[config.mk]
export PLATFORM = sky130hd
export DESIGN_NAME = pipeline_run_control_flat
export DESIGN_NICKNAME = d
export VERILOG_FILES = /design/src/rtl/pipeline_run_control_if.sv /design/src/rtl/pipeline_run_control.sv /design/src/flat_wrapper.sv
export SDC_FILE = /design/constraint.sdc
export NUM_CORES = 1
export LEC_CHECK = 0
export ABC_AREA = 1
export CAP_MARGIN = 20
export CORE_MARGIN = 5
export CORE_UTILIZATION = 57
export DETAILED_ROUTE_END_ITERATION = 16
export PLACE_DENSITY = 0.91
export SYNTH_ARGS = -nofsm -noshare
export SYNTH_HDL_FRONTEND = slang
export SYNTH_SLANG_ARGS = --single-unit
[constraint.sdc]
create_clock -name i_clock -period 4.5 [get_ports i_clock]
set_input_delay 0.9 -clock i_clock [delete_from_list [all_inputs] [get_ports i_clock]]
set_output_delay 0.9 -clock i_clock [all_outputs]
set_load 0.05 [all_outputs]
[src/rtl/pipeline_run_control_if.sv]
// Debug/host command port of the pipeline run-control sequencer.
interface pipeline_run_control_if #(
    parameter int unsigned NB_CMD = 2
);
    logic              i_cmd_valid;
    logic [NB_CMD-1:0] i_cmd;
    logic              o_cmd_ready;

    modport master (output i_cmd_valid, output i_cmd, input  o_cmd_ready);
    modport slave  (input  i_cmd_valid, input  i_cmd, output o_cmd_ready);
endinterface

[src/rtl/pipeline_run_control.sv]
// Run/step/halt sequencer gating PC and pipeline-register enables of the 5-stage MIPS core.
// Optional watchdog enabled by defining PIPE_RC_TIMEOUT_EN.
module pipeline_run_control #(
    parameter int unsigned               NB_INSTRUCCION = 6,
    parameter int unsigned               NB_CMD         = 2,
    parameter int unsigned               NB_CYCLE_CNT   = 32,
    parameter int unsigned               N_DRAIN        = 4,
    parameter logic [NB_INSTRUCCION-1:0] HALT_OPCODE    = 6'b111111,
    parameter logic [31:0]               MAX_CYCLES     = 32'd100000
) (
    input  logic                      i_clock,
    input  logic                      i_reset,
    pipeline_run_control_if.slave     cmd_bus,
    input  logic [NB_INSTRUCCION-1:0] i_opcode,
    output logic                      o_pc_enable,
    output logic                      o_pipe_enable,
    output logic                      o_flush_if,
    output logic                      o_busy,
    output logic                      o_done,
    output logic                      o_cmd_err,
    output logic                      o_timeout,
    output logic [NB_CYCLE_CNT-1:0]   o_cycle_count
);
    localparam int unsigned NB_DRAIN = (N_DRAIN > 1) ? $clog2(N_DRAIN) : 1;

    localparam logic [NB_CMD-1:0] CMD_CLEAR = NB_CMD'(0);
    localparam logic [NB_CMD-1:0] CMD_RUN   = NB_CMD'(1);
    localparam logic [NB_CMD-1:0] CMD_STEP  = NB_CMD'(2);
    localparam logic [NB_CMD-1:0] CMD_HALT  = NB_CMD'(3);

    typedef enum logic [2:0] {
        ST_IDLE,
        ST_RUN,
        ST_STEP,
        ST_DRAIN,
        ST_HALTED
    } state_t;

    state_t              state;
    logic [NB_DRAIN-1:0] drain_cnt;
    logic                in_exec;
    logic                halt_seen;
    logic                cmd_ready;
    logic                cmd_accept;
    logic                timeout_hit;

    // Enables are decoded from the current state; the halt opcode in ID cuts fetch in the same cycle.
    assign in_exec       = (state == ST_RUN) || (state == ST_STEP);
    assign halt_seen     = in_exec && (i_opcode == HALT_OPCODE);
    assign cmd_ready     = (state == ST_IDLE) || (state == ST_RUN) || (state == ST_HALTED);
    assign cmd_accept    = cmd_bus.i_cmd_valid && cmd_ready;

    assign o_pc_enable   = in_exec && !halt_seen;
    assign o_pipe_enable = in_exec || (state == ST_DRAIN);
    assign o_flush_if    = halt_seen || (state == ST_DRAIN);
    assign o_busy        = in_exec || (state == ST_DRAIN);
    assign cmd_bus.o_cmd_ready = cmd_ready;

`ifdef PIPE_RC_TIMEOUT_EN
    assign timeout_hit = (state == ST_RUN) && !halt_seen &&
                         (o_cycle_count >= NB_CYCLE_CNT'(MAX_CYCLES - 32'd1));
`else
    logic unused_max_cycles;
    assign unused_max_cycles = ^MAX_CYCLES;
    assign timeout_hit       = 1'b0;
`endif

    always_ff @(posedge i_clock or negedge i_reset) begin
        if (!i_reset) begin
            state         <= ST_IDLE;
            drain_cnt     <= '0;
            o_done        <= 1'b0;
            o_cmd_err     <= 1'b0;
            o_timeout     <= 1'b0;
            o_cycle_count <= '0;
        end else begin
            o_done    <= 1'b0;
            o_cmd_err <= 1'b0;

            // Saturating count of cycles in which the pipeline registers advance.
            if (o_pipe_enable && (o_cycle_count != '1)) begin
                o_cycle_count <= o_cycle_count + NB_CYCLE_CNT'(1);
            end

            case (state)
                ST_IDLE: begin
                    if (cmd_accept) begin
                        case (cmd_bus.i_cmd)
                            CMD_CLEAR: begin
                                o_cycle_count <= '0;
                                o_timeout     <= 1'b0;
                            end
                            CMD_RUN:  state <= ST_RUN;
                            CMD_STEP: state <= ST_STEP;
                            CMD_HALT: begin
                                state     <= ST_DRAIN;
                                drain_cnt <= NB_DRAIN'(N_DRAIN - 1);
                            end
                            default: state <= ST_IDLE;
                        endcase
                    end
                end

                ST_RUN: begin
                    // Halt opcode, HALT command and watchdog all merge into one drain entry.
                    if (halt_seen || timeout_hit ||
                        (cmd_accept && (cmd_bus.i_cmd == CMD_HALT))) begin
                        state     <= ST_DRAIN;
                        drain_cnt <= NB_DRAIN'(N_DRAIN - 1);
                    end
                    if (timeout_hit) begin
                        o_timeout <= 1'b1;
                    end
                    if (cmd_accept && (cmd_bus.i_cmd != CMD_HALT)) begin
                        o_cmd_err <= 1'b1;
                    end
                end

                ST_STEP: begin
                    drain_cnt <= NB_DRAIN'(N_DRAIN - 1);
                    state     <= halt_seen ? ST_DRAIN : ST_IDLE;
                end

                ST_DRAIN: begin
                    if (drain_cnt == '0) begin
                        state  <= ST_HALTED;
                        o_done <= 1'b1;
                    end else begin
                        drain_cnt <= drain_cnt - NB_DRAIN'(1);
                    end
                end

                ST_HALTED: begin
                    if (cmd_accept) begin
                        if (cmd_bus.i_cmd == CMD_CLEAR) begin
                            state         <= ST_IDLE;
                            o_cycle_count <= '0;
                            o_timeout     <= 1'b0;
                        end else begin
                            o_cmd_err <= 1'b1;
                        end
                    end
                end

                default: state <= ST_IDLE;
            endcase
        end
    end
endmodule

[src/flat_wrapper.sv]
// flat-port wrapper written by rule: the top's interface ports become plain ports
module pipeline_run_control_flat 
#(
    parameter int unsigned               NB_INSTRUCCION = 6,
    parameter int unsigned               NB_CMD         = 2,
    parameter int unsigned               NB_CYCLE_CNT   = 32,
    parameter int unsigned               N_DRAIN        = 4,
    parameter logic [NB_INSTRUCCION-1:0] HALT_OPCODE    = 6'b111111,
    parameter logic [31:0]               MAX_CYCLES     = 32'd100000
)
  (i_clock, i_reset, i_opcode, o_pc_enable, o_pipe_enable, o_flush_if, o_busy, o_done, o_cmd_err, o_timeout, o_cycle_count, cmd_bus_i_cmd_valid, cmd_bus_i_cmd, cmd_bus_o_cmd_ready);
  pipeline_run_control_if #(.NB_CMD(NB_CMD)) cmd_bus_i ();
  input  logic i_clock;
  input  logic i_reset;
  input  logic [NB_INSTRUCCION-1:0] i_opcode;
  output logic o_pc_enable;
  output logic o_pipe_enable;
  output logic o_flush_if;
  output logic o_busy;
  output logic o_done;
  output logic o_cmd_err;
  output logic o_timeout;
  output logic [NB_CYCLE_CNT-1:0] o_cycle_count;
  input wire logic [$bits(cmd_bus_i.i_cmd_valid)-1:0] cmd_bus_i_cmd_valid;
  input wire logic [$bits(cmd_bus_i.i_cmd)-1:0] cmd_bus_i_cmd;
  output wire logic [$bits(cmd_bus_i.o_cmd_ready)-1:0] cmd_bus_o_cmd_ready;
  assign cmd_bus_i.i_cmd_valid = cmd_bus_i_cmd_valid;
  assign cmd_bus_i.i_cmd = cmd_bus_i_cmd;
  assign cmd_bus_o_cmd_ready = cmd_bus_i.o_cmd_ready;
  pipeline_run_control #(.NB_INSTRUCCION(NB_INSTRUCCION), .NB_CMD(NB_CMD), .NB_CYCLE_CNT(NB_CYCLE_CNT), .N_DRAIN(N_DRAIN), .HALT_OPCODE(HALT_OPCODE), .MAX_CYCLES(MAX_CYCLES)) u_core (.i_clock(i_clock), .i_reset(i_reset), .cmd_bus(cmd_bus_i), .i_opcode(i_opcode), .o_pc_enable(o_pc_enable), .o_pipe_enable(o_pipe_enable), .o_flush_if(o_flush_if), .o_busy(o_busy), .o_done(o_done), .o_cmd_err(o_cmd_err), .o_timeout(o_timeout), .o_cycle_count(o_cycle_count));
endmodule
### After elaboration in Yosys (flattened, before gate mapping)

Index checks and enable logic that the tools add are counted.

| cells by class | value |
|---|---|
| reductions and logical operators | 20 |
| equal/unequal tests | 18 |
| add/subtract/negate cells | 2 |
| mux-type cells | 23 |

Operator list:

| cell | number |
|---|---|
| 32-bit 2-to-1 mux | 4 |
| 32-bit by 1-bit adder with 32-bit output (second input constant) | 1 |
| 32-bit inequality test (second input constant) | 1 |
| 3-bit 2-to-1 mux | 5 |
| 3-bit one-hot mux with 5 select lines | 1 |
| 2-bit inequality test (second input constant) | 6 |
| 2-bit 2-to-1 mux | 5 |
| 3-bit one-hot mux with 3 select lines | 1 |
| 2-bit one-hot mux with 4 select lines | 1 |
| 3-bit by 2-bit == test with 1-bit output (second input constant) | 2 |
| 6-bit == test (second input constant) | 1 |
| 1-bit logical AND | 6 |
| 1-bit logical OR | 6 |
| 6-bit AND reduction | 1 |
| 1-bit 2-to-1 mux | 5 |
| 5-bit AND reduction | 1 |
| 2-bit == test (second input constant) | 2 |
| 2-bit logical NOT | 2 |
| 2-bit by 1-bit inequality test with 1-bit output (second input constant) | 2 |
| 4-bit inequality test (second input constant) | 1 |
| 4-bit nonzero test | 1 |
| 3-bit by 1-bit == test with 1-bit output (second input constant) | 1 |
| 3-bit == test (second input constant) | 1 |
| 3-bit logical NOT | 1 |
| other kinds (5) | 5 |

| word-level totals | value |
|---|---|
| output and inout bits | 40 |
| register bits after elaboration | 39 |
| bits of input ports | 11 |

### Depth between registers and ports, before layout

Gate-level depths: netlist (run 1).

| depth | value |
|---|---|
| depth after elaboration | 8 |
| gate-level depth with buffers | 11 |

### Least setup slack after synthesis (run 1)

No wires, ideal clock.

| path | value |
|---|---|
| kind | input to output |
| start point | in i_opcode[1] |
| end point | out o_flush_if |
| stages | 6 |
| data arrival time | 1,591 ps |
| setup slack | 2,009 ps |
| path buffers | 0 |
| cell sequence | nand2_1 > nor2_1 > nand3_1 > inv_1 > nand2_1 > nand2_1 |

| on the way | value |
|---|---|
| word-level cells in the longest chain between the ends | 3 |

Ends and longest elaborated chain:

| element | RTL line | source |
|---|---|---|
| start, declared | flat_wrapper.sv:15 | `input logic [NB_INSTRUCCION-1:0] i_opcode;` |
| 6-bit == test | pipeline_run_control.sv:49 | `assign halt_seen = in_exec && (i_opcode == HALT_OPCODE);` |
| 1-bit logical AND | pipeline_run_control.sv:49 |  |
| 1-bit logical OR | pipeline_run_control.sv:55 | `assign o_flush_if = halt_seen \|\| (state == ST_DRAIN);` |
| end, declared | flat_wrapper.sv:18 | `output logic o_flush_if;` |

Every way passes these cells.

### Worst setup path in the final report (run 1)

| path | value |
|---|---|
| start point | in i_opcode[0] |
| end point | out o_flush_if |

Same word-level chain as after synthesis.

==> results.md, run 1 <==
* Die X at 79.53 um
* F_max at 0.2814 GHz
* Num ports at 51
* Post-DP Area at 3267 sq um
* GRT overflow at 0
* Wire per inst at 13.17 um
* Max cap viols at 0
* Most frequent CP cell: nand2_1
* CTS max path bufs at 2
* Dpl cells at 532
* P_leak at 1.561 nW
* Routed vias/inst at 5.389
* Vias in the first global route at 2750
* Finished Cell Area at 3385 sq um
* Critical path endpoint category: output port
* Max FO, Critical Path at 3
* Initial antenna violation count at 0
* Final setup vio count at 0
* Post-route ant nets at 0
* Share of post-route cells with drive strength above 1 at 0.06131
* Routed vias at 2910
* WP data arrival at 2.65 ns
* Total detailed-routing wirelength at 7114 um
* Final-stage net count at 485
* Port Buf Inserts at 49
* Syn Inst Count at 423
* Row Count at 25
* Hold Buf Count CTS at 0
* Slowest-stage cell, CP: clkdlybuf4s50_1
* Syn Std Cell Area at 2755 sq um
* CTS Buf Count at 5
* Slowest stage delay, CP at 0.80 ns
* Initial DRC Count at 229
* Psw at 900.9 uW
* Largest cells by area after synthesis: dfrtp_1, nand2_1, nor2_1
* Post-CTS sizing at 0
* R2r worst-path depth at 7
* RSZ-0062 raised after global routing: no
* Hold path cells at 2
* Clock root cell: clkbuf_8
* Internal Power at 901.1 uW
* Relative slew margins at 0.3998
* Synth Warn # at 0
* Worst-Margin Slew at 0.9003 ns
* Pre-antenna DRT Iters at 5
* Worst path bufs/invs at 3
* Peak VDD IR at 0.4851 mV
* Hold Path Class: register to register
* All-layer global routing usage at 0.2452
* CTS tree: done
* DPL Wire Length at 5375 um
* Fin Setup TNS at 0 ns
* Die area at 6324 sq um
* Clock skew after layout at 0.003904 ns
* Period utilisation layout at 0.7897
* Area Overhead vs Synth at 22.84%
* Starting Density at 0.5833
* H-Tree Depth at 2
* Sequential-to-total area share from yosys stat at 0.3542
* Clock slew at reported path FFs at 0.08 ns
* Post-Syn Nets at 436
* Critical path type: primary input to output port
* First-pass GRT wire length at 12280 um
* Die height at 79.53 um
* Slew Viols, Final at 0
* Seq pwr share at 0.292
* Power density cells at 532.4 nW/um^2
* Status: complete, no violations
* Gpl congestion at 0.9139
* Hold endpoint: u_core.drain_cnt[0]
* Endpoints failing hold at 0
* Hold path startpoint: u_core.drain_cnt[0]
* # DRC at 0
* Clock share of power at 0.172
* Yosys top cell area share at 0.3542
* CP delay by family, top: buffers and inverters
* Reg2reg setup slack at 2.48 ns
* Most frequent cells in the layout: nand2_1, nor2_1, clkdlybuf4s50_1
* Non-Filler Instances at 540
* CP cell instances: clkdlybuf4s50_1 -> nand2_1 -> nor2_1 -> nand3_1 -> inv_1 -> nand2_1 -> nand2_1 -> clkdlybuf4s50_1
* Worst endpoint required time at 3.60 ns
* Worst Hold Margin at 0.4994 ns
* Syn_area_per_cell at 6.513 sq um
* Clock Sinks at 39
* Largest net degree at the start of global routing at 40
* Commonest non-fill, non-tap cell in the layout: nand2_1
* Reg2reg end: u_core.o_cycle_count[21]
* Yosys top cell by area: dfrtp_1
* Inserted Diodes at 0
* Netlist cell types at 35
* Setup bufs post-CTS at 0
* Core area at 4723 sq um
* CP Launch Type: primary input
* Tmin final at 3.554 ns
* Worst skew pair latency at 0.30 ns
* Comb pwr share at 0.536
* Worst r2r src: u_core.state[0]
* Yosys reg bits at 39
* Sw Ratio at 0.4999
[how the worst max path moves through the flow]
stage | start | end | slack, ns | cells after the start
global placement | i_opcode[1] | o_flush_if | 0.99 | 8
global route | i_opcode[0] | o_flush_if | 0.86 | 8
detailed placement | i_opcode[1] | o_flush_if | 0.95 | 8
finish | i_opcode[0] | o_flush_if | 0.95 | 8
floorplan | i_opcode[1] | o_flush_if | 2.01 | 6
CTS | i_opcode[0] | o_flush_if | 0.93 | 8
[per-stage QoR]
step                power [mW]  setup WS [ns]  utilization
detailed placement       1.495         0.9465       0.6917
global placement         1.472         0.9919       0.6917
global route             1.922         0.8628       0.7166
floorplan                1.243          2.009            -
CTS                      1.807         0.9324       0.7166
finish                   1.802         0.9462       0.7166
[flip-flops by register name, summed over array words and instances, names as in the netlist]
name                  count
u_core.drain_cnt          2
u_core.o_cmd_err          1
u_core.o_cycle_count     32
u_core.o_done             1
u_core.state              3
[tightest hold or removal path: cells and delay by family, from the launching register on]
| kind | cells | cell delay (ns) |
|---|---|---|
| flops | 1 | 0.35 |
| compound gates | 1 | 0.06 |
| simple gates | 1 | 0.05 |
[logic make-up after synthesis]
logic type | synth area share
simple gates | 0.4587
buf+inv | 0.09036
flops | 0.3542
compound gates | 0.06404
xor+xnor | 0.02225
fa+ha+maj | 0.009081
other cells | 0.001361
[power groups by stage]
stage	Clock (mW)	Sequential, mW	Combinational (mW)
floorplan	0	0.699	0.545
global placement	0	0.528	0.944
detailed placement	0	0.531	0.964
global route	0.333	0.539	1.05
finish	0.310	0.526	0.966
CTS	0.312	0.525	0.971
[layer usage]
layer | routed length [um] | global-route usage | part of all wire | up-vias
met5 | 0 | 0 | 0 | -
met4 | 119 | 0.07388 | 0.017 | 0
met3 | 455 | 0.05418 | 0.064 | 14
met2 | 3497 | 0.4416 | 0.49 | 107
met1 | 3042 | 0.2887 | 0.43 | 1363
li1 | - | - | - | 1426
[cell usage after synthesis (all sizes together)]
cell and number:
nand3 33, xnor2 2, clkbuf 1, dfrtp 39
nor3 7, a21oi 19, and3 1, inv 48
nand3b 1, or2 1, nand2 138, and2 1
o211ai 1, conb 1, xor2 5, nand4 12
o21ai 8, buf 7, o21bai 1, clkinv 1
ha 2, nor2 94
[area by class of cell]
| cell class | instances | area, sq um |
|---|---|---|
| multi-input cells | 327 | 1530 |
| flip-flops and latches | 39 | 975.9 |
| inverters | 49 | 183.9 |
| fillers | 402 | 1339 |
| repair buffers | 50 | 493.0 |
| well taps | 67 | 83.83 |
| clock buffers | 6 | 82.58 |
| clock inverters | 2 | 35.03 |
Note: power is estimated with default switching activity, not from simulation.
==> run 2: changes to the inputs <==
--- a/config.mk
+++ b/config.mk
@@ -8,9 +8,9 @@
 export ABC_AREA = 1
 export CAP_MARGIN = 20
 export CORE_MARGIN = 5
-export CORE_UTILIZATION = 57
+export CORE_UTILIZATION = 48
 export DETAILED_ROUTE_END_ITERATION = 16
-export PLACE_DENSITY = 0.91
+export PLACE_DENSITY = 0.82
 export SYNTH_ARGS = -nofsm -noshare
 export SYNTH_HDL_FRONTEND = slang
 export SYNTH_SLANG_ARGS = --single-unit
==> constraint.sdc (replaced) <==
create_clock -name i_clock -period 3.2 [get_ports i_clock]
set_input_delay 0.64 -clock i_clock [delete_from_list [all_inputs] [get_ports i_clock]]
set_output_delay 0.64 -clock i_clock [all_outputs]
set_load 0.05 [all_outputs]
==> run 2 against run 1 <==
  * Global-route usage down 2.9 points
  * Count of clock-buffer cells in the layout unchanged
  * Clock skew up 0.0035 ns
  * Setup slack got worse by 0.57 ns
  * First-iteration DRC count fell by 7.9%
  * Routed wire length rose by 3.2%
  * Cell count rose by 1.1%
  * Register-to-register slack worse by 1.2 ns
  * Clock power up 60%
  * Sequential share of layout area shrank 0.22 points
  * Highest routed layer unchanged
==> results.md, run 2 (synthesis gave the netlist of run 1 again) <==
* Status: complete, no violations
* Pre-antenna DRT Iters at 5
* Largest net degree at the start of global routing at 40
* CTS tree: done
* Vias in the first global route at 2847
* CTS max path bufs at 2
* Initial DRC Count at 211
* Worst skew pair latency at 0.30 ns
* First-pass GRT wire length at 12880 um
* Period utilisation layout at 0.8816
* Num ports at 51
* WP data arrival at 2.18 ns
* Comb pwr share at 0.527
* Max reg flops at 32
* CP cell instances: clkdlybuf4s50_1 -> nand2_1 -> nor2_1 -> nand3_1 -> nand2_1 -> inv_1 -> clkdlybuf4s50_1
* # DRC at 0
* Commonest non-fill, non-tap cell in the layout: nand2_1
* Worst Hold Margin at 0.4742 ns
* Internal Power at 1.339 mW
* Core area at 5540 sq um
* Die height at 85.76 um
* Post-route ant nets at 0
* Slowest stage delay, CP at 0.69 ns
* CP Launch Type: primary input
* Peak VDD IR at 0.5813 mV
* P_leak at 1.572 nW
* Setup bufs post-CTS at 0
* Die area at 7355 sq um
* Routed vias/inst at 5.247
* DPL Wire Length at 5362 um
* Tmin final at 2.821 ns
* Hold Buf Count CTS at 0
* Row Count at 27
* Total detailed-routing wirelength at 7340 um
* R2r worst-path depth at 10
* GRT overflow at 0
* Final setup vio count at 0
* Die X at 85.76 um
* Critical path endpoint category: output port
* Slew Viols, Final at 0
* Wire per inst at 13.44 um
* Clock Sinks at 39
* Worst r2r src: u_core.o_cycle_count[0]
* Most frequent cells in the layout: nand2_1, nor2_1, inv_1, clkdlybuf4s50_1, dfrtp_1
* Hold Path Class: primary input to async pin
* Worst-Margin Slew at 0.9268 ns
* Share of post-route cells with drive strength above 1 at 0.06329
* Reg2reg end: u_core.o_cycle_count[13]
* RSZ-0062 raised after global routing: no
* Area Overhead vs Synth at 23.80%
* Port Buf Inserts at 49
* Largest regs: u_core.o_cycle_count (32), u_core.state (3), u_core.drain_cnt (2)
* Routed vias at 2865
* DR top layer: met4
* Relative slew margins at 0.3822
* Starting Density at 0.4973
* Filler cells at 522
* DR WL met3 at 461 um
* H-Tree Depth at 2
* Clock slew at reported path FFs at 0.07 ns
* Endpoints failing hold at 0
* Reg2reg setup slack at 1.28 ns
* Inserted Diodes at 0
* Clock skew after layout at 0.007396 ns
* Power density cells at 764.9 nW/um^2
* F_max at 0.3545 GHz
* Met1 wire length at 3258 um
* Critical path type: primary input to output port
* Clock root cell: clkbuf_8
* Final-stage net count at 486
* Slowest-stage cell, CP: clkdlybuf4s50_1
* WL met2 at 3520 um
* Sw Ratio at 0.4867
* Initial antenna violation count at 0
* Gpl congestion at 0.8710
* Clock share of power at 0.190
* Max FO, Critical Path at 3
* Seq pwr share at 0.283
* Psw at 1.270 mW
* Post-CTS sizing at 0
* CTS Buf Count at 5
* Worst endpoint required time at 2.56 ns
* Most flop-heavy register: u_core.o_cycle_count
* Fin Setup TNS at 0 ns
* CP delay by family, top: buffers and inverters
* Worst path bufs/invs at 3
* Max cap viols at 0
* All-layer global routing usage at 0.2159
## run 2: cell count changes in the layout (fill, tap and decap cells not counted)
cell             delta
clkbuf_8            -1
clkdlybuf4s50_1     -1
bufinv_16           +1
clkbuf_1            +1
clkinv_2            -1
buf_4               +2
## run 2: worst max path at each step
stage                                  from                  endpoint  slack [ns]  depth (start not counted)
CTS                             i_opcode[1]               o_pc_enable        0.36                          7
floorplan           u_core.o_cycle_count[1]  u_core.o_cycle_count[16]        1.12                         11
detailed placement              i_opcode[1]               o_pc_enable        0.36                          7
global placement                i_opcode[1]               o_pc_enable        0.40                          7
finish                          i_opcode[1]               o_pc_enable        0.38                          7
global route                u_core.state[2]               o_pc_enable        0.24                          6
## run 2: layout make-up
type                    instances  area [sq um]  share of cell area
multi-input cells             327          1530              0.4486
flip-flops and latches         39         975.9              0.2861
repair buffers                 51         498.0              0.1460
inverters                      49         183.9             0.05393
well taps                      72         90.09             0.02641
clock buffers                   6         72.57             0.02128
clock inverters                 2         60.06             0.01761
## run 2: power groups by stage
stage,combinational [mW],sequential (mW),clock (mW)
global route,1.49,0.761,0.520
finish,1.37,0.739,0.495
floorplan,0.766,0.982,0
global placement,1.35,0.743,0
detailed placement,1.37,0.745,0
CTS,1.38,0.738,0.500
## run 2: metrics by stage
| step | utilization | cell area (sq um) | cells | worst slack, ns | power, mW |
|---|---|---|---|---|---|
| finish | 0.6156 | 3411 | 546 | 0.3790 | 2.609 |
| global placement | 0.5917 | 3278 | 538 | 0.4033 | 2.089 |
| floorplan | - | 2755 | 423 | 1.116 | 1.749 |
| global route | 0.6156 | 3411 | 546 | 0.2441 | 2.769 |
| detailed placement | 0.5917 | 3278 | 538 | 0.3629 | 2.116 |
| CTS | 0.6156 | 3411 | 546 | 0.3626 | 2.614 |
## run 2: worst register-to-register path, stage by stage, from the launching register on
cell and delay, ns:
dfrtp_1 0.42, ha_1 0.22, nand2_1 0.10, nor2_4 0.15
nand2_4 0.11, nor2_8 0.18, nand2_4 0.15, nand2_8 0.16
inv_2 0.14, nand2_1 0.10, a21oi_1 0.07
## run 2: metal layers
| metal | global-route usage | vias to the layer above |
|---|---|---|
| met3 | 0.04995 | 13 |
| met4 | 0.06619 | 0 |
| met1 | 0.2671 | 1336 |
| li1 | - | 1421 |
| met5 | 0 | - |
| met2 | 0.3729 | 95 |
